$ cat config.mk
export PLATFORM = sky130hd
export DESIGN_NAME = alu_issue_ctrl_flat
export DESIGN_NICKNAME = d
export VERILOG_FILES = /design/src/rtl/alu_pkg.sv /design/src/rtl/alu_issue_ctrl_if.sv /design/src/rtl/alu_regfile4.sv /design/src/rtl/alu_issue_ctrl.sv /design/src/flat_wrapper.sv
export SDC_FILE = /design/constraint.sdc
export NUM_CORES = 1
export LEC_CHECK = 0
export ABC_AREA = 1
export CAP_MARGIN = 5
export CORE_UTILIZATION = 41
export CTS_CLUSTER_SIZE = 40
export DETAILED_ROUTE_END_ITERATION = 16
export PLACE_DENSITY = 0.76
export SLEW_MARGIN = 20
export SYNTH_ARGS = -nofsm -noshare
export SYNTH_HDL_FRONTEND = slang
export SYNTH_SLANG_ARGS = --single-unit
$ cat constraint.sdc
create_clock -name clk -period 1.45 [get_ports clk]
set_clock_uncertainty 0.1 [all_clocks]
set_input_delay 0.435 -clock clk [delete_from_list [all_inputs] [get_ports clk]]
set_output_delay 0.435 -clock clk [all_outputs]
set_load 0.005 [all_outputs]
$ cat src/rtl/alu_pkg.sv
// Shared definitions for the ALU issue sequencer: op codes, register indices,
// instruction field positions, flag/status bit positions and the FSM state type.
package alu_pkg;

   localparam logic [3:0] OP_NOT  = 4'h0;
   localparam logic [3:0] OP_AND  = 4'h1;
   localparam logic [3:0] OP_ADDC = 4'h2;
   localparam logic [3:0] OP_SUB  = 4'h3;
   localparam logic [3:0] OP_OR   = 4'h4;
   localparam logic [3:0] OP_XOR  = 4'h5;
   localparam logic [3:0] OP_INC  = 4'h6;
   localparam logic [3:0] OP_DEC  = 4'h7;
   localparam logic [3:0] OP_SHL  = 4'h8;
   localparam logic [3:0] OP_SHR  = 4'h9;
   localparam logic [3:0] OP_PASS = 4'hA;
   localparam logic [3:0] OP_ADD  = 4'hB;
   localparam logic [3:0] OP_NOP  = 4'hF;

   localparam logic [1:0] REG_A = 2'd0;
   localparam logic [1:0] REG_B = 2'd1;
   localparam logic [1:0] REG_C = 2'd2;
   localparam logic [1:0] REG_D = 2'd3;

   localparam int unsigned INSTR_W    = 12;
   localparam int unsigned OP_LSB     = 8;
   localparam int unsigned REGSEL_LSB = 4;
   localparam int unsigned DST_LSB    = 2;
   localparam int unsigned WB_BIT     = 1;

   localparam int unsigned FLAG_BORROW = 0;
   localparam int unsigned FLAG_ZERO   = 1;
   localparam int unsigned FLAG_CARRY  = 2;

   localparam int unsigned STAT_BORROW = 0;
   localparam int unsigned STAT_CARRY  = 2;

   typedef enum logic {
      ST_IDLE = 1'b0,
      ST_EXEC = 1'b1
   } state_e;

   // Ops whose result value defines the zero flag.
   function automatic logic op_updates_zero(input logic [3:0] op);
      return op inside {OP_NOT, OP_AND, OP_ADDC, OP_SUB, OP_XOR,
                        OP_INC, OP_DEC, OP_SHL, OP_ADD};
   endfunction

endpackage

$ cat src/rtl/alu_issue_ctrl_if.sv
// Instruction-word handshake into the ALU issue sequencer.
// valid/ready: a word transfers on a rising edge where in_valid && in_ready; the
// master holds in_instr stable until then, and in_ready never depends on in_valid.
interface alu_issue_ctrl_if;
   import alu_pkg::*;

   logic               in_valid;
   logic               in_ready;
   logic [INSTR_W-1:0] in_instr;

   modport master (output in_valid, output in_instr, input in_ready);
   modport slave  (input in_valid, input in_instr, output in_ready);
endinterface

$ cat src/rtl/alu_regfile4.sv
// Four working registers A-D with a direct-load port and a writeback port.
// The sequencer never asserts both ports in the same cycle.
module alu_regfile4 #(
   parameter int WIDTH = 8
) (
   input  logic             clk,
   input  logic             rst_n,
   input  logic             ld_en,
   input  logic [1:0]       ld_addr,
   input  logic [WIDTH-1:0] ld_data,
   input  logic             wb_en,
   input  logic [1:0]       wb_addr,
   input  logic [WIDTH-1:0] wb_data,
   output logic [WIDTH-1:0] reg_a,
   output logic [WIDTH-1:0] reg_b,
   output logic [WIDTH-1:0] reg_c,
   output logic [WIDTH-1:0] reg_d
);
   logic [WIDTH-1:0] regs_q [4];
   logic [WIDTH-1:0] regs_d [4];

   always_comb begin
      regs_d = regs_q;
      if (wb_en) begin
         regs_d[wb_addr] = wb_data;
      end else if (ld_en) begin
         regs_d[ld_addr] = ld_data;
      end
   end

   always_ff @(posedge clk or negedge rst_n) begin
      if (!rst_n) begin
         regs_q <= '{default: '0};
      end else begin
         regs_q <= regs_d;
      end
   end

   assign reg_a = regs_q[0];
   assign reg_b = regs_q[1];
   assign reg_c = regs_q[2];
   assign reg_d = regs_q[3];
endmodule

$ cat src/rtl/alu_issue_ctrl.sv
// Issue sequencer in front of the 8-bit ALU: accepts instruction words, drives the
// ALU select/op codes for SETTLE cycles, then writes back the result and flags.
module alu_issue_ctrl
   import alu_pkg::*;
#(
   parameter int WIDTH  = 8,
   parameter int SETTLE = 1
) (
   input  logic             clk,
   input  logic             rst_n,
   alu_issue_ctrl_if.slave  in_if,
   input  logic             ld_valid,
   input  logic [1:0]       ld_addr,
   input  logic [WIDTH-1:0] ld_data,
   output logic [WIDTH-1:0] reg_a,
   output logic [WIDTH-1:0] reg_b,
   output logic [WIDTH-1:0] reg_c,
   output logic [WIDTH-1:0] reg_d,
   output logic [3:0]       alu_regsel,
   output logic [3:0]       alu_op,
   input  logic [WIDTH-1:0] alu_result,
   input  logic [7:0]       alu_status,
   output logic [2:0]       flags,
   output logic             busy,
   output logic             done,
   output state_e           dbg_state
);
   localparam int CNT_W = (SETTLE > 1) ? $clog2(SETTLE) : 1;

   state_e           state_q, state_d;
   logic [CNT_W-1:0] cnt_q, cnt_d;
   logic [3:0]       op_q, op_d;
   logic [3:0]       regsel_q, regsel_d;
   logic [1:0]       dst_q, dst_d;
   logic             wb_q, wb_d;
   logic [2:0]       flags_q, flags_d;
   logic             done_q, done_d;
   logic             ready_c, busy_c, rf_ld_en, rf_wb_en;
   logic             unused_bits;

   assign unused_bits = ^{alu_status[7:3], alu_status[1], in_if.in_instr[0]};

   always_ff @(posedge clk or negedge rst_n) begin
      if (!rst_n) begin
         state_q  <= ST_IDLE;
         cnt_q    <= '0;
         op_q     <= OP_NOP;
         regsel_q <= '0;
         dst_q    <= REG_A;
         wb_q     <= 1'b0;
         flags_q  <= '0;
         done_q   <= 1'b0;
      end else begin
         state_q  <= state_d;
         cnt_q    <= cnt_d;
         op_q     <= op_d;
         regsel_q <= regsel_d;
         dst_q    <= dst_d;
         wb_q     <= wb_d;
         flags_q  <= flags_d;
         done_q   <= done_d;
      end
   end

   always_comb begin
      state_d  = state_q;
      cnt_d    = cnt_q;
      op_d     = op_q;
      regsel_d = regsel_q;
      dst_d    = dst_q;
      wb_d     = wb_q;
      flags_d  = flags_q;
      done_d   = 1'b0;
      ready_c  = 1'b0;
      busy_c   = 1'b0;
      rf_ld_en = 1'b0;
      rf_wb_en = 1'b0;
      case (state_q)
         ST_IDLE: begin
            // A direct load wins the cycle; the instruction waits one more cycle.
            ready_c = !ld_valid;
            if (ld_valid) begin
               rf_ld_en = 1'b1;
            end else if (in_if.in_valid) begin
               op_d     = in_if.in_instr[OP_LSB +: 4];
               regsel_d = in_if.in_instr[REGSEL_LSB +: 4];
               dst_d    = in_if.in_instr[DST_LSB +: 2];
               wb_d     = in_if.in_instr[WB_BIT];
               cnt_d    = CNT_W'(SETTLE - 1);
               state_d  = ST_EXEC;
            end
         end
         ST_EXEC: begin
            busy_c = 1'b1;
            if (cnt_q == '0) begin
               rf_wb_en = wb_q && (op_q <= OP_ADD);
               if (op_updates_zero(op_q)) flags_d[FLAG_ZERO] = (alu_result == '0);
               if (op_q == OP_ADDC || op_q == OP_ADD) flags_d[FLAG_CARRY] = alu_status[STAT_CARRY];
               if (op_q == OP_SUB) flags_d[FLAG_BORROW] = alu_status[STAT_BORROW];
               done_d  = 1'b1;
               op_d    = OP_NOP;
               state_d = ST_IDLE;
            end else begin
               cnt_d = cnt_q - 1'b1;
            end
         end
         default: state_d = ST_IDLE;
      endcase
   end

   alu_regfile4 #(.WIDTH(WIDTH)) u_regfile (
      .clk     (clk),
      .rst_n   (rst_n),
      .ld_en   (rf_ld_en),
      .ld_addr (ld_addr),
      .ld_data (ld_data),
      .wb_en   (rf_wb_en),
      .wb_addr (dst_q),
      .wb_data (alu_result),
      .reg_a   (reg_a),
      .reg_b   (reg_b),
      .reg_c   (reg_c),
      .reg_d   (reg_d)
   );

   assign in_if.in_ready = ready_c;
   assign busy           = busy_c;
   assign done           = done_q;
   assign alu_op         = op_q;
   assign alu_regsel     = regsel_q;
   assign flags          = flags_q;
   assign dbg_state      = state_q;
endmodule
$ cat src/flat_wrapper.sv
// flat-port wrapper written by rule: the top's interface ports become plain ports
module alu_issue_ctrl_flat import alu_pkg::*;
#(
   parameter int WIDTH  = 8,
   parameter int SETTLE = 1
)
  (clk, rst_n, ld_valid, ld_addr, ld_data, reg_a, reg_b, reg_c, reg_d, alu_regsel, alu_op, alu_result, alu_status, flags, busy, done, dbg_state, in_if_in_valid, in_if_in_instr, in_if_in_ready);
  alu_issue_ctrl_if in_if_i ();
  input  logic clk;
  input  logic rst_n;
  input  logic ld_valid;
  input  logic [1:0] ld_addr;
  input  logic [WIDTH-1:0] ld_data;
  output logic [WIDTH-1:0] reg_a;
  output logic [WIDTH-1:0] reg_b;
  output logic [WIDTH-1:0] reg_c;
  output logic [WIDTH-1:0] reg_d;
  output logic [3:0] alu_regsel;
  output logic [3:0] alu_op;
  input  logic [WIDTH-1:0] alu_result;
  input  logic [7:0] alu_status;
  output logic [2:0] flags;
  output logic busy;
  output logic done;
  output state_e dbg_state;
  input wire logic [$bits(in_if_i.in_valid)-1:0] in_if_in_valid;
  input wire logic [$bits(in_if_i.in_instr)-1:0] in_if_in_instr;
  output wire logic [$bits(in_if_i.in_ready)-1:0] in_if_in_ready;
  assign in_if_i.in_valid = in_if_in_valid;
  assign in_if_i.in_instr = in_if_in_instr;
  assign in_if_in_ready = in_if_i.in_ready;
  alu_issue_ctrl #(.WIDTH(WIDTH), .SETTLE(SETTLE)) u_core (.clk(clk), .rst_n(rst_n), .in_if(in_if_i), .ld_valid(ld_valid), .ld_addr(ld_addr), .ld_data(ld_data), .reg_a(reg_a), .reg_b(reg_b), .reg_c(reg_c), .reg_d(reg_d), .alu_regsel(alu_regsel), .alu_op(alu_op), .alu_result(alu_result), .alu_status(alu_status), .flags(flags), .busy(busy), .done(done), .dbg_state(dbg_state));
endmodule
Word level (Yosys, flattened, before mapping)
Index checks and enable logic that the tools add are counted.
{"block": "op_classes", "addsub": 1, "order_cmp": 5, "eq_ne": 11, "n_mux": 28, "n_bitwise": 5, "reduce_logical": 15}
{"op": "32-bit bitwise mux", "count": 2}
{"op": "32-bit 2-to-1 mux", "count": 2}
{"op": "8-bit demux with 2-bit select", "count": 2}
{"op": "8-bit 2-to-1 mux", "count": 2}
{"op": "3-bit AND reduction", "count": 5}
{"op": "1-bit 2-to-1 mux", "count": 14}
{"op": "4-bit by 3-bit == test with 1-bit output, second input constant", "count": 3}
{"op": "4-bit 2-to-1 mux", "count": 3}
{"op": "9-bit nonzero test", "count": 1}
{"op": "4-bit by 2-bit == test with 1-bit output, second input constant", "count": 2}
{"op": "4-bit == test, second input constant", "count": 2}
{"op": "8-bit zero test", "count": 1}
{"op": "4-bit case mux with 2 select lines", "count": 1}
{"op": "3-bit greater-or-equal comparator, second input constant", "count": 2}
{"op": "3-bit by 1-bit < comparator with 1-bit output, second input constant", "count": 2}
{"op": "2-bit inequality test, second input constant", "count": 3}
{"op": "2-bit NOT with 3-bit output", "count": 2}
{"op": "4-bit by 1-bit == test with 1-bit output, second input constant", "count": 1}
{"op": "4-bit less-or-equal comparator, second input constant", "count": 1}
{"op": "4-bit zero test", "count": 1}
{"op": "1-bit case mux with 2 select lines", "count": 2}
{"op": "1-bit logical AND", "count": 3}
{"op": "1-bit NOT", "count": 3}
{"op": "2-bit AND reduction", "count": 1}
{"op": "4 further kinds", "count": 4}
{"block": "word_totals", "ff_bits": 49, "out_inout_bits": 47}

Longest topological paths before layout
Gate-level depths: netlist (run 1).
{"block": "depth", "ltp_word": 8, "mapped_depth": 8}

Modules after synthesis
From an unflattened synthesis (run 1), not the netlist that was laid out.
{"block": "hier_totals", "cells_unflattened": 374, "hier_area_um2": 2680.1}
{"module": "alu_regfile4", "instances": 1, "cells_each": 286, "area_per_inst_um2": 1926.8}
{"module": "alu_issue_ctrl", "instances": 1, "cells_each": 88, "area_per_inst_um2": 753.2}

Worst setup path after synthesis (run 1)
OpenSTA, ideal clock, no wires.
{"block": "synth_timing", "path_kind": "reg2out", "start": "reg u_core.state_q, in the netlist u_core.dbg_state", "end": "out in_if_in_ready", "arrival_time_ns": 0.911, "required_time_ns": 0.915, "slack_ns": 0.004, "path_stages_with_launch": 4, "path_buffers": 2, "path_cell_list": "dfrtp_1 buf_4 clkbuf_1 nor2_1"}
{"block": "synth_via", "elab_chain_len": 1}
{"element": "start: declaration", "line": "alu_issue_ctrl.sv:30", "text": "state_e state_q, state_d;"}
{"element": "start signal: assignment", "line": "alu_issue_ctrl.sv:54", "text": "state_q <= state_d;"}
{"element": "1-bit 2-to-1 mux", "line": "alu_issue_ctrl.sv:78", "text": "case (state_q)"}
{"element": "end: declaration", "line": "flat_wrapper.sv:28", "text": "output wire logic [$bits(in_if_i.in_ready)-1:0] in_if_in_ready;"}
Every way passes these cells.

Worst setup path in the final report (run 1)
{"block": "layout_timing", "start": "reg u_core.op_q[3], in the netlist u_core.alu_op[3]", "end": "out alu_op[3]"}
{"element": "start: declaration", "line": "alu_issue_ctrl.sv:32", "text": "logic [3:0] op_q, op_d;"}
{"element": "start signal: assignment", "line": "alu_issue_ctrl.sv:56", "text": "op_q <= op_d;"}
{"element": "end: declaration", "line": "flat_wrapper.sv:19", "text": "output logic [3:0] alu_op;"}
No word-level cell between the ends.

==> results of run 1 <==
[state kept, by name, summed over array words and instances, names as in the netlist]
register / count
u_core.u_regfile.reg_b: 8
u_core.u_regfile.reg_a: 8
u_core.alu_regsel: 4
u_core.dbg_state: 1
u_core.dst_q: 2
u_core.alu_op: 4
u_core.wb_q: 1
u_core.u_regfile.reg_c: 8
u_core.done: 1
u_core.flags: 3
u_core.u_regfile.reg_d: 8
[kinds of logic after synthesis]
| group | Yosys count | synth area share |
|---|---|---|
| and+or+nand+nor | 265 | 0.4508 |
| DFF | 48 | 0.4564 |
| buffers and inverters | 25 | 0.05445 |
| AOI/OAI and AO/OA | 16 | 0.03835 |
[cells in the mapped netlist (all sizes together)]
cell and count:
nor2 16, dfstp 4, buf 8, nand2 167, nand4 9, nor3 5, dfrtp 44, clkbuf 1
o21bai 1, nand3 68, o21ai 7, a21oi 8, inv 16
[repair_timing]
action                     4_1_cts  5_1_grt
cloned                           3        1
setup buffers                   18        7
hold endpoints to repair         8        0
setup endpoints to repair       86       76
pin swaps                       15       37
gates resized for setup        142       67
hold buffers                     1        0
[critical path, cell delays in order (launching register included)]
cell and delay [ns]:
dfstp_2 0.56, buf_6 0.10, buf_6 0.08
[metrics by stage]
step                utilization  instance area (um^2)  hold WS (ns)
finish                   0.6996                  4240        0.3807
global route             0.6996                  4240        0.4119
CTS                      0.6972                  4225        0.3881
detailed placement       0.6305                  3821        0.2343
global placement         0.6305                  3821        0.2268
floorplan                     -                  2643       0.03941
[worst max path at each step]
stage / end / slack, ns / cells past startpoint
detailed placement: in_if_in_ready / -0.55 / 3
global placement: in_if_in_ready / -0.52 / 3
global route: u_core.u_regfile.reg_a[3]$_DFFE_PN0P_ / -0.17 / 9
floorplan: in_if_in_ready / 0.004 / 3
CTS: alu_op[3] / -0.11 / 2
finish: alu_op[3] / -0.12 / 2
[cell type report]
class,instances,area share
Sequential cell,48,0.2847
Tap cell,75,0.02213
Clock buffer,5,0.01623
Timing Repair Buffer,150,0.2918
Multi-Input combinational cell,283,0.3473
Clock inverter,3,0.02125
Inverter,16,0.01652
[per-layer routing]
layer | track usage | wire (um)
met1 | 0.3306 | 3626
met4 | 0.1018 | 187
met3 | 0.03846 | 463
met2 | 0.4132 | 4224
met5 | 0 | 0
[where the power goes]
part           switching [uW]  internal, uW  leakage (uW)
Clock                     464           862     0.0000784
Combinational             577           573       0.00162
Sequential                107          1520      0.000622
==> impl_results.md, run 1 <==
* Outcome: finished, violations left
* Failing checks: negative setup slack
* Worst EP required at 0.92 ns
* DRC at 0
* Detailed placement HPWL at 5693 um
* Worst hold path type: flop to flop
* Kind of critical path: flop to output pin
* Share of layout cells above drive strength 1 at 0.3644
* Setup TNS Final at -3.019 ns
* Filler cells at 525
* Worst setup SP type: flop
* Reg2reg start: u_core.alu_op[3]$_DFFE_PN1P_
* Post-layout worst setup margin at -0.1220 ns
* Routed WL at about 8500 um
* RSZ-0062 raised after global routing: true
* Setup crit end kind: output pin
* Clock Path Buffers at 2
* P&R area growth vs syn at 60.46%
* Leakage at 0.002324 uW
* Hold Path Stages at 2
* Max-capacitance violation count at 0
* First-pass GRT wire length at about 13000 um
* Multi-input gate area at 0.001473 mm^2
* Placed cells at roughly 540
* Register area at 0.001207 mm^2
* Initial Utilization at 0.4360
* Worst slew pin tran at 0.3261 ns
* Via Count at 2958
* Total track usage at 0.2518
* Via density at just over 5
* Pwr dens at slightly below 1000 mW/mm^2
* Ports at just under 90
* Most common cell after layout, fill and taps aside: nand2_1
* GRT overflow at 0
* CTS Buf Count at 5
* H-tree levels at 2
* Avg Inst Size Synth at 7.465 um^2
* Root buffer cell: clkbuf_8
* Initial DRC Count at between 200 and 300
* Worst R2R End: u_core.u_regfile.reg_a[3]$_DFFE_PN0P_
* Die area at ~0.0068 mm^2
* Setup violators final at 39
* Final Max Slew Viols at 0
* Die Span X at a little over 80 um
* Initial antenna violation count at 0
* Pin count of the biggest net entering global routing at 39
* # port buffers at 81
* Most frequent cells in the layout: nand2_1, nand3_1, buf_4
* WHS Endpoint: u_core.flags[0]$_DFFE_PN0P_
* Power, Total at 4104 uW
* Relative slew slack at 0.7819
* Post-layout minimum cycle time at between 1.5 and 2 ns
* CTS clock-pin slew for the worst setup and hold paths at ~0.090 ns
* Data arrival time of the worst path at 1.04 ns
* Number of global-route vias before repair at about 2700
* Skew-Pair Late Insertion Delay at about 0.30 ns
* Die height at 82.28 um
* Syn nets at 396
* Min-delay src: u_core.flags[0]$_DFFE_PN0P_
* Final Hold Viols at 0
* TritonCTS clock tree: built
* Wire length per cell at 14.66 um
* Gpl congestion at 0.9152
* Core Region at 0.006061 mm^2
* Crit-path max FO at 2
* Warnings, synthesis at 0
* Period utilization at 1.084
* Fin nets at ~550
* Netlist Area Pre-Place at 0.002643 mm^2
* DRT antenna net count at 0
* R2r setup slk at -0.12 ns
* Seq/Total Area, Yosys at 0.4564
* Fmax achieved at about 640 MHz
* R2R cell count at 9
* VDD IR-drop max at between 700 and 800 uV
* Synth area leader: dfrtp_1
* Critical path origin: u_core.alu_op[3]$_DFFE_PN1P_
* DRT Pass-1 Iters at 4
* Place WS at -0.5455 ns
* Row Count at 28
* Yosys reg bits at 48
* Final Non-Filler Cells at 580
* # diodes at 0
* Yosys cell types at 22
* Top cell type's share of synthesized area at 0.4167
* Post-Synthesis Cells at 354
* # clock sinks at 48
* Top cells by area, synth: dfrtp_1, nand2_1, nand3_1
Note: power is estimated with default switching activity, not from simulation.
==> run 2: changes to the inputs <==
--- a/config.mk
+++ b/config.mk
@@ -8,7 +8,6 @@
 export ABC_AREA = 1
 export CAP_MARGIN = 5
 export CORE_UTILIZATION = 41
-export CTS_CLUSTER_SIZE = 40
 export DETAILED_ROUTE_END_ITERATION = 16
 export PLACE_DENSITY = 0.76
 export SLEW_MARGIN = 20
==> results of run 2 <==
Final layout, timing and power as in run 1 (identical DEF).
==> run 3: changes to the inputs <==
--- a/config.mk
+++ b/config.mk
@@ -10,6 +10,7 @@
 export CORE_UTILIZATION = 41
 export DETAILED_ROUTE_END_ITERATION = 16
 export PLACE_DENSITY = 0.76
+export SKIP_LAST_GASP = 1
 export SLEW_MARGIN = 20
 export SYNTH_ARGS = -nofsm -noshare
 export SYNTH_HDL_FRONTEND = slang
==> run 3 against run 2 <==
Effect of this change: the run still ends with negative setup slack left; count of clock-buffer cells in the layout unchanged; sequential power about the same; die area stayed put; register-to-register slack is essentially flat; worst setup slack worse by 0.0029 ns; sequential share of layout area is 0.059 points higher; largest cell class unchanged; largest power group unchanged.
==> impl_results.md, run 3 (synthesis results as in run 1) <==
* Outcome: finished, violations left
* Failing checks: negative setup slack
* P&R area growth vs syn at 60.13%
* Power, Total at 4110 uW (+0.13%)
* Placed instance area at 0.003821 mm^2 (unchanged)
* Worst slew pin tran at 0.3230 ns (-0.003137 ns)
* Pwr dens at 971.2 mW/mm^2 (+0.34%)
* Hold_ws at 0.3837 ns (+0.003000 ns)
* Post-layout worst setup margin at -0.1249 ns (-0.002880 ns)
* Gpl congestion at 0.9152 (unchanged)
* Pin count of the biggest net entering global routing at 39 (unchanged)
* # clock sinks at 48 (unchanged)
* Max Used Layer: met4
* R2r setup slk at -0.12 ns (about the same)
* DRT antenna net count at 0 (unchanged)
* Kind of critical path: flop to flop
* CTS clock-pin slew for the worst setup and hold paths at 0.09 ns (about the same)
* Pint at 2956 uW (about the same)
* Period utilization at 1.086 (+0.001986)
* VDD IR-drop max at 785.7 uV (+0.63%)
* Reg power frac at 0.396 (about the same)
* # port buffers at 81 (unchanged)
* Worst hold path type: flop to flop
* Final Max Slew Viols at 0 (unchanged)
* CTS Buf Count at 5 (unchanged)
* Setup crit end kind: flop
* Die Span X at 82.28 um (unchanged)
* Worst setup SP type: flop
* Reg2reg start: u_core.alu_op[3]$_DFFE_PN1P_
* Worst R2R End: u_core.u_regfile.reg_a[3]$_DFFE_PN0P_
* H-tree levels at 2 (unchanged)
* Relative slew slack at 0.7840 (+0.002098)
* WL met3 at 456 um (-1.5%)
* Die area at 0.006770 mm^2 (unchanged)
* Switching pwr at 1154 uW (+0.52%)
* Sw Ratio at 0.2808 (+0.001086)
* Total track usage at 0.2509 (-0.0009379)
* Min-delay src: u_core.flags[2]$_DFFE_PN0P_
* Data arrival time of the worst path at 1.72 ns (+0.68 ns)
* Detailed placement HPWL at 5693 um (unchanged)
* Wire length per cell at 14.72 um (+0.44%)
* Initial antenna violation count at 0 (unchanged)
* Final core occ at 0.6982 (-0.001445)
* Max-capacitance violation count at 0 (unchanged)
* Initial Utilization at 0.4360 (unchanged)
* Clock share of power at 0.324 (about the same)
* Ports at 89 (unchanged)
* Share of layout cells above drive strength 1 at 0.3564 (-0.007921)
* Post-layout minimum cycle time at 1.575 ns (+0.002880 ns)
* Worst EP required at 1.60 ns (+0.68 ns)
* Comb pwr share at 0.280 (about the same)
* Fin area at 0.004232 mm^2 (-0.21%)
* Crit-path max FO at 8 (+6)
* Filler cells at 530 (+0.95%)
* Via density at 5.134 (+0.68%)
* Die height at 82.28 um (unchanged)
* Fin nets at 546 (unchanged)
* Setup violators final at 39 (unchanged)
* Fmax achieved at 634.9 MHz (-0.18%)
* Skew-Pair Late Insertion Delay at 0.30 ns (about the same)
* Routed WL at 8538 um (+0.44%)
* DRT Pass-1 Iters at 4 (unchanged)
* Leakage at 0.002324 uW (about the same)
* Row Count at 28 (unchanged)
* TritonCTS clock tree: built
* Met1 wire length at 3661 um (+0.97%)
* Via Count at 2978 (+0.68%)
* Setup TNS Final at -3.188 ns (-0.1689 ns)
* R2R cell count at 9 (unchanged)
* GRT overflow at 0 (unchanged)
* # diodes at 0 (unchanged)
* Hold Path Stages at 2 (unchanged)
* Initial DRC Count at 159 (-41%)
* First-pass GRT wire length at 12650 um (-0.28%)
* Number of global-route vias before repair at 2677 (+0.15%)
* Metal2 WL at 4236 um (+0.28%)
* Most frequent cells in the layout: nand2_1, nand3_1, buf_4
* RSZ-0062 raised after global routing: true
* DRC at 0 (unchanged)
* Most common cell after layout, fill and taps aside: nand2_1
* WHS Endpoint: u_core.flags[2]$_DFFE_PN0P_
* Core Region at 0.006061 mm^2 (unchanged)
* Clock Path Buffers at 2 (unchanged)
* Final Hold Viols at 0 (unchanged)
* Root buffer cell: clkbuf_8
-- run 3: layer usage --
layer / vias to the layer above / track usage
li1: 1456 / -
met1: 1390 / 0.3313
met2: 110 / 0.4091
met3: 22 / 0.03846
met4: 0 / 0.1018
met5: - / 0
-- run 3: area by class of cell --
type	instances	area, um^2	area share
clock buffers	5	68.82	0.01626
inverters	16	70.07	0.01656
flip-flops and latches	48	1207	0.2853
repair buffers	150	1234	0.2915
clock inverters	3	90.09	0.02129
well taps	75	93.84	0.02218
multi-input cells	283	1468	0.3468
-- run 3: power groups by stage --
stage / registers, uW / logic [uW] / clock network (uW)
after floorplan: 1660 / 387 / 0
after global placement: 1650 / 1080 / 0
after detailed placement: 1650 / 1100 / 0
after CTS: 1630 / 1150 / 1340
after global routing: 1650 / 1250 / 1400
final: 1630 / 1150 / 1330
-- run 3: through the flow --
step                      setup WS [ns]  instances
after floorplan                0.004410        354
after global placement          -0.5232        542
after detailed placement        -0.5455        542
after CTS                       -0.1083        572
after global routing            -0.1737        580
final                           -0.1249        580
-- run 3: critical path, cell delays in order, from the launching register on --
cell     delay [ns]
dfstp_2        0.56
buf_6          0.11
nand2_4        0.06
buf_6          0.13
nand2_8        0.12
buf_12         0.15
nand3_1        0.07
nand2_1        0.12
nand2_2        0.06
nand2_2        0.04
-- run 3: how the worst max path moves through the flow --
stage | endpoint | depth (start not counted) | start | slack (ns)
finish | u_core.u_regfile.reg_a[3]$_DFFE_PN0P_ | 9 | u_core.alu_op[3]$_DFFE_PN1P_ | -0.12
global route | u_core.u_regfile.reg_a[5]$_DFFE_PN0P_ | 9 | u_core.alu_op[3]$_DFFE_PN1P_ | -0.17
CTS | alu_op[3] | 2 | u_core.alu_op[3]$_DFFE_PN1P_ | -0.11
detailed placement | in_if_in_ready | 3 | ld_valid | -0.55
floorplan | in_if_in_ready | 3 | u_core.dbg_state$_DFF_PN0_ | 0.004
global placement | in_if_in_ready | 3 | ld_valid | -0.52
-- run 3: timing repair --
item | CTS | global route
pin swaps | 15 | 36
hold endpoints to repair | 8 | 0
buffers inserted | 18 | 7
resized for setup | 138 | 68
gates cloned | 3 | 1
hold buffers | 1 | 0
setup endpoints to repair | 86 | 76
